<file path="src/rtl/dwt_coef_packer_if.sv">
// dwt_coef_packer_if: pair input strobe/data, word stream valid/ready/data/band, sticky overflow and saturation flags
interface dwt_coef_packer_if #(
    parameter int pWIDTH  = 12,
    parameter int pOWIDTH = 12
);
    logic                  iena;
    logic [2*pWIDTH-1:0]   idatH;
    logic [2*pWIDTH-1:0]   idatL;
    logic                  ordy;
    logic                  oval;
    logic [pOWIDTH-1:0]    odat;
    logic                  osel;
    logic                  oovf;
    logic                  osat;
    modport master (output iena, idatH, idatL, ordy, input oval, odat, osel, oovf, osat);
    modport slave  (input iena, idatH, idatL, ordy, output oval, odat, osel, oovf, osat);
endinterface

</file>
<file path="src/rtl/dwt_coef_packer.sv">
// dwt_coef_packer: round/shift/saturate coefficient pairs, buffer them in a pair FIFO and emit L then H words over valid/ready (iclk, irst active-low sync, bus slave)
module dwt_coef_packer #(
    parameter int pWIDTH  = 12,
    parameter int pOWIDTH = 12,
    parameter int pSHIFT  = 11,
    parameter int pDEPTH  = 8
) (
    input  logic                 iclk,
    input  logic                 irst,
    dwt_coef_packer_if.slave     bus
);
    localparam int IW = 2*pWIDTH;
    localparam int AW = $clog2(pDEPTH);
    localparam logic signed [IW:0] HI = {{(IW-pOWIDTH+2){1'b0}}, {(pOWIDTH-1){1'b1}}};
    localparam logic signed [IW:0] LO = ~HI;
    typedef enum logic {PH_L, PH_H} ph_t;
    function automatic logic [pOWIDTH:0] rq(input logic [IW-1:0] x);
        logic signed [IW:0] s;
        s = ($signed({x[IW-1], x}) + $signed((IW+1)'(1) << (pSHIFT-1))) >>> pSHIFT;
        return s > HI ? {1'b1, HI[pOWIDTH-1:0]} : s < LO ? {1'b1, LO[pOWIDTH-1:0]} : {1'b0, s[pOWIDTH-1:0]};
    endfunction
    ph_t ph, ph_n;
    logic s_val, ovf, sat, xfer, pop, wr, nonempty;
    logic [pOWIDTH-1:0] s_l, s_h;
    logic [pOWIDTH:0] ql, qh;
    logic [2*pOWIDTH-1:0] mem [pDEPTH];
    logic [2*pOWIDTH-1:0] head;
    logic [AW-1:0] wp, rp;
    logic [AW:0] cnt;
    assign ql = rq(bus.idatL);
    assign qh = rq(bus.idatH);
    assign nonempty = cnt != '0;
    assign xfer = nonempty & bus.ordy;
    assign pop = xfer & (ph == PH_H);
    // a same-cycle H pop frees the slot the incoming pair needs
    assign wr = s_val & ((cnt != (AW+1)'(pDEPTH)) | pop);
    assign head = mem[rp];
    always_comb ph_n = xfer ? (ph == PH_L ? PH_H : PH_L) : ph;
    always_ff @(posedge iclk) begin
        if (!irst) ph <= PH_L;
        else ph <= ph_n;
    end
    always_ff @(posedge iclk) begin
        if (!irst) begin
            s_val <= 1'b0;
            s_l   <= '0;
            s_h   <= '0;
            wp    <= '0;
            rp    <= '0;
            cnt   <= '0;
            ovf   <= 1'b0;
            sat   <= 1'b0;
        end else begin
            s_val <= bus.iena;
            if (bus.iena) begin
                s_l <= ql[pOWIDTH-1:0];
                s_h <= qh[pOWIDTH-1:0];
            end
            sat <= sat | (bus.iena & (ql[pOWIDTH] | qh[pOWIDTH]));
            ovf <= ovf | (s_val & ~wr);
            if (wr) wp <= wp + 1'b1;
            if (pop) rp <= rp + 1'b1;
            cnt <= cnt + (AW+1)'(wr) - (AW+1)'(pop);
        end
    end
    always_ff @(posedge iclk) begin
        if (irst && wr) mem[wp] <= {s_h, s_l};
    end
    assign bus.oval = nonempty;
    assign bus.odat = !nonempty ? '0 : ph == PH_H ? head[2*pOWIDTH-1:pOWIDTH] : head[pOWIDTH-1:0];
    assign bus.osel = ph == PH_H;
    assign bus.oovf = ovf;
    assign bus.osat = sat;
endmodule
</file>
<file path="src/flat_wrapper.sv">
// flat-port wrapper written by rule: the top's interface ports become plain ports
module dwt_coef_packer_flat 
#(
    parameter int pWIDTH  = 12,
    parameter int pOWIDTH = 12,
    parameter int pSHIFT  = 11,
    parameter int pDEPTH  = 8
)
  (iclk, irst, bus_iena, bus_idatH, bus_idatL, bus_ordy, bus_oval, bus_odat, bus_osel, bus_oovf, bus_osat);
  dwt_coef_packer_if #(.pWIDTH(pWIDTH), .pOWIDTH(pOWIDTH)) bus_i ();
  input  logic iclk;
  input  logic irst;
  input wire logic [$bits(bus_i.iena)-1:0] bus_iena;
  input wire logic [$bits(bus_i.idatH)-1:0] bus_idatH;
  input wire logic [$bits(bus_i.idatL)-1:0] bus_idatL;
  input wire logic [$bits(bus_i.ordy)-1:0] bus_ordy;
  output wire logic [$bits(bus_i.oval)-1:0] bus_oval;
  output wire logic [$bits(bus_i.odat)-1:0] bus_odat;
  output wire logic [$bits(bus_i.osel)-1:0] bus_osel;
  output wire logic [$bits(bus_i.oovf)-1:0] bus_oovf;
  output wire logic [$bits(bus_i.osat)-1:0] bus_osat;
  assign bus_i.iena = bus_iena;
  assign bus_i.idatH = bus_idatH;
  assign bus_i.idatL = bus_idatL;
  assign bus_i.ordy = bus_ordy;
  assign bus_oval = bus_i.oval;
  assign bus_odat = bus_i.odat;
  assign bus_osel = bus_i.osel;
  assign bus_oovf = bus_i.oovf;
  assign bus_osat = bus_i.osat;
  dwt_coef_packer #(.pWIDTH(pWIDTH), .pOWIDTH(pOWIDTH), .pSHIFT(pSHIFT), .pDEPTH(pDEPTH)) u_core (.iclk(iclk), .irst(irst), .bus(bus_i));
endmodule
</file>
<file path="config.mk">
export PLATFORM = sky130hd
export DESIGN_NAME = dwt_coef_packer_flat
export DESIGN_NICKNAME = d
export VERILOG_FILES = /design/src/rtl/dwt_coef_packer_if.sv /design/src/rtl/dwt_coef_packer.sv /design/src/flat_wrapper.sv
export SDC_FILE = /design/constraint.sdc
export NUM_CORES = 1
export LEC_CHECK = 0
export ABC_AREA = 1
export ABC_CLOCK_PERIOD_IN_PS = 5000
export CORE_MARGIN = 5
export CORE_UTILIZATION = 45
export CTS_BUF_LIST = sky130_fd_sc_hd__clkbuf_8
export CTS_CLUSTER_DIAMETER = 200
export DETAILED_ROUTE_END_ITERATION = 7
export GPL_ROUTABILITY_DRIVEN = 0
export MAX_ROUTING_LAYER = met4
export SETUP_SLACK_MARGIN = 0.3
export SKIP_CTS_REPAIR_TIMING = 1
export SLEW_MARGIN = 20
export SYNTH_ARGS = -nofsm -noshare
export SYNTH_HDL_FRONTEND = slang
export SYNTH_SLANG_ARGS = --single-unit
</file>
<file path="constraint.sdc">
create_clock -name iclk -period 5 [get_ports iclk]
set_clock_uncertainty 0.2 [all_clocks]
set_input_delay 0.75 -clock iclk [delete_from_list [all_inputs] [get_ports iclk]]
set_output_delay 0.75 -clock iclk [all_outputs]
set_load 0.05 [all_outputs]
</file>
Word level (Yosys, flattened, before mapping)
Memory sizes are Yosys's and may differ from the RTL's. A register that Yosys moved wholly into a read port is not among the register bits.
Cells that the tools add are included.
Widths: inputs -> output; s select.
{"block": "word_totals", "n_memories": 1, "ram_bits": 192, "register_bits": 38, "input_bits": 52, "output_inout_bits": 16, "wordCells": 44}
{"block": "op_classes", "n_reduce_logical": 2, "n_eq_ne": 1, "n_mux": 11, "n_lt_le_gt_ge": 4, "bitwise": 10, "n_addsub": 6}
{"memory": "u_core.mem", "words": 8, "width": 24, "read_ports": 1, "rd_ports_with_merged_regs": 1, "write_ports": 1, "line": "dwt_coef_packer.sv:26", "rtl": "logic [2*pOWIDTH-1:0] mem [pDEPTH];"}
{"operator": "$mux 13", "count": 4}
{"operator": "$add 24x12->25 const B", "count": 2}
{"operator": "$gt 14x12->1 const B", "count": 2}
{"operator": "$lt 14x12->1 const B", "count": 2}
{"operator": "$mux 12", "count": 2}
{"operator": "$add 3x1->3 const B", "count": 2}
{"operator": "$mux 3", "count": 2}
{"operator": "$and 1x1->1", "count": 5}
{"operator": "$add 4x1->4", "count": 1}
{"operator": "$ne 4x4->1 const B", "count": 1}
{"operator": "$or 1x1->1", "count": 4}
{"operator": "$reduce_bool 4->1", "count": 1}
{"operator": "$sub 4x1->4", "count": 1}
{"operator": "$mux 1", "count": 3}
{"operator": "$logic_and 1x1->1", "count": 1}
{"operator": "$not 1->1", "count": 1}

Depth between registers and ports, before layout
{"block": "logic_depth", "word_depth": 8, "mapped_depth": 15, "depth_no_buf": 15}

Worst setup path before layout
OpenSTA, ideal clock, no wires.
{"block": "synth_path", "kind": "input-to-reg", "startpoint": "input port bus_ordy", "endpoint": "memory u_core.mem[0][0] (netlist name), enable pin", "stages": 8, "arrival_ps": 3085, "path_buffers": 0, "slack_ps": 1280, "setup_ps": 435, "required_time_ps": 4365, "cell_sequence": "inv_1 > nor2_1 > nand2_1 > nand4_1 > nand2_2 > inv_1 > nand2_1 > nor3_1"}
{"block": "synth_via", "elab_chain_len": 7}
{"element": "from (decl)", "line": "flat_wrapper.sv:16", "rtl": "input wire logic [$bits(bus_i.ordy)-1:0] bus_ordy;"}
{"element": "$and 1x1->1", "line": "dwt_coef_packer.sv:33", "rtl": "assign xfer = nonempty & bus.ordy;"}
{"element": "$and 1x1->1", "line": "dwt_coef_packer.sv:34", "rtl": "assign pop = xfer & (ph == PH_H);"}
{"element": "$or 1x1->1", "line": "dwt_coef_packer.sv:36", "rtl": "assign wr = s_val & ((cnt != (AW+1)'(pDEPTH)) | pop);"}
{"element": "$and 1x1->1", "line": "dwt_coef_packer.sv:36"}
{"element": "$logic_and 1x1->1", "line": "dwt_coef_packer.sv:67", "rtl": "if (irst && wr) mem[wp] <= {s_h, s_l};"}
{"element": "$mux 1", "line": "dwt_coef_packer.sv:67"}
{"element": "$mux 1 (not written as such)", "line": "dwt_coef_packer.sv:67"}
{"element": "to (decl)", "line": "dwt_coef_packer.sv:26"}
No other way between the ends.

==> qor.yml <==
path_cells: "buf_4 > o21ai_0 > o221ai_1 > o211ai_1 > a21oi_1 > clkdlybuf4s50_1"
htree_levels: 2
critical_path_required_ps: 4050
dieArea_um2: 24800
antenna_cells: 0
antenna_found_initial: 0
netlist_top_cells_count: "edfxtp_1, nor2_1, o21ai_0, nand2_1, inv_1"
grt_first_pass_wirelength_um: 35600
hpwl_um: 13400
hp-class: "reg2reg"
insertion_delay_ps: 520
grt_pass1_vias: 6458
synthCells: 857
synthesis.nets: 922
grt_max_degree: 76
overflow: 0
die_w_um: 157
crit_path_top_delay_cell: "dfxtp_1"
areaGrowthSynthToFinish_pct: 15.8
cts_buffers: 39
ys.warnings.count: 0
relSlewSlack_pct: 30.9
fin_cells: 1224
wl_per_cell_um: 18.5
power_mw: 4.74
viasPerCell: 5.39
synth_top_area_share_pct: 58.9
max_freq_mhz: 229
synthDistinctLibCells: 33
clock_tree.buffer_depth: 3
timing.critical_path.to_type: "output port"
synthTopCellsByArea: "edfxtp_1, dfxtp_1, nor2_1"
std_cell_rows: 54
core_area_um2: 21600
cts_sinks: 233
crit_path_max_fanout: 26
worstPathArrival_ps: 3420
timing.final.crit_share_pct: 87.4
slowest_delay_ps: 1000
cts-root-buf: "clkbuf_8"
final.min_clock_period_ps: 4370
peakVddDrop_mv: 0.218
utilization_pct: 52.5
cts.clk_slew.worst_paths_ps: 60
grt_usage_pct: 19.2
io_pins: 68
ys_ff_latch: 233
slew_violations: 0
via_count: 6593
firstDrtPassIters: 5
final_nets: 983
io_buffers: 47
power_density_nw_per_um2: 418
worstMarginPinSlew_ps: 1030
synth.avg_cell_area_um2: 11.4
syn-cell-area_um2: 9790
routed_wl_um: 22600
async_flop_share_pct: 0
synth_ff_type: "edfxtp_1"
p_leak_nw: 4.00
hold_viol: 0
drtIter0Drc: 440
drive_gt1_share_pct: 11.1
cp_num_buf_inv: 2
tns_ps: 0
rsz0062_at_grt: "no"
yosysSeqAreaShare_pct: 67.3
crit_family: "buffers and inverters"
status: "finished clean"
start_util_pct: 45.3
synth_edf_count: 192
cts_tree: "built"
yosysMostFrequentCell: "edfxtp_1"
ant_nets: 0
placed_cells: 1157
synth_top_area_cell: "edfxtp_1"
finalSetupViolCount: 0
drc: 0
critPathLaunchType: "register"
die_h_um: 157
cap_violations: 0
path_class: "reg2out"
where the power goes:
part	switching [mW]	internal, mW	leakage, nW	total (mW)
Clock	0.725	0.817	0.413	1.54
Sequential	0.0801	2.17	2.10	2.25
Combinational	0.648	0.298	1.49	0.946
area by class of cell:
| class | instances | area, µm² |
|---|---|---|
| fill | 1966 | 10300 |
| clock buffer | 45 | 619 |
| inverter | 44 | 168 |
| timing repair buffer | 67 | 662 |
| tap | 280 | 350 |
| multi-input combinational | 533 | 2860 |
| sequential | 233 | 6590 |
| clock inverter | 22 | 92.6 |
cells in the final DEF (no fill, tap or decap), types with 16 or more instances in the layout:
master           netlist  layout
o21ai_0              115     115
nor2_1               158     154
dfxtp_1               41      40
clkdlybuf4s50_1        0      47
nand2_1               67      67
inv_1                 43      54
buf_4                  0      16
nand3_1               24      24
edfxtp_1             192     192
a21oi_1               27      27
o221ai_1              35      35
clkbuf_8               0      45
worst paths after layout:
check	cells after the start	endpoint	slack [ps]	start
worst max-delay path	6	bus_odat[11]	630	register
worst min-delay path	1	u_core.rp[2]	240	u_core.rp[2]
worst min register to register	1	u_core.rp[2]	240	u_core.rp[2]
worst max register to register	14	u_core.cnt[1]	1700	u_core.cnt[2]
flip-flops by register name, indices dropped and copies added, names as in the netlist, named ones only:
name,count
u_core.mem,192
u_core.s_h,12
u_core.s_l,12
u_core.cnt,4
u_core.rp,3
u_core.wp,3
u_core.bus.oovf,1
u_core.bus.osat,1
u_core.bus.osel,1
u_core.s_val,1
metal layers:
layer,routed length [µm],GRT usage (%),up-vias
met2,10700,30.3,200
li1,-,-,3206
met4,398,5.04,0
met3,1310,3.38,27
met1,10300,26.1,3160
met5,0,-,-
cell families after synthesis:
family          after synthesis  synth area share (%)
fa+ha+maj                    13                  1.74
compound gates              222                  13.5
buf+inv                      91                  3.80
xor+xnor                     22                  1.97
simple gates                276                  11.7
flops                       233                  67.3
stage by stage:
step                      instance area (µm²)  hold WS (ps)  setup WS (ps)
after floorplan                          9790           212           1280
after global placement                  10600           229           1040
after detailed placement                10600           231           1060
after CTS                               11300           244            488
after global routing                    11300           266            382
final                                   11300           238            632
(Power assumes the default switching activity.)
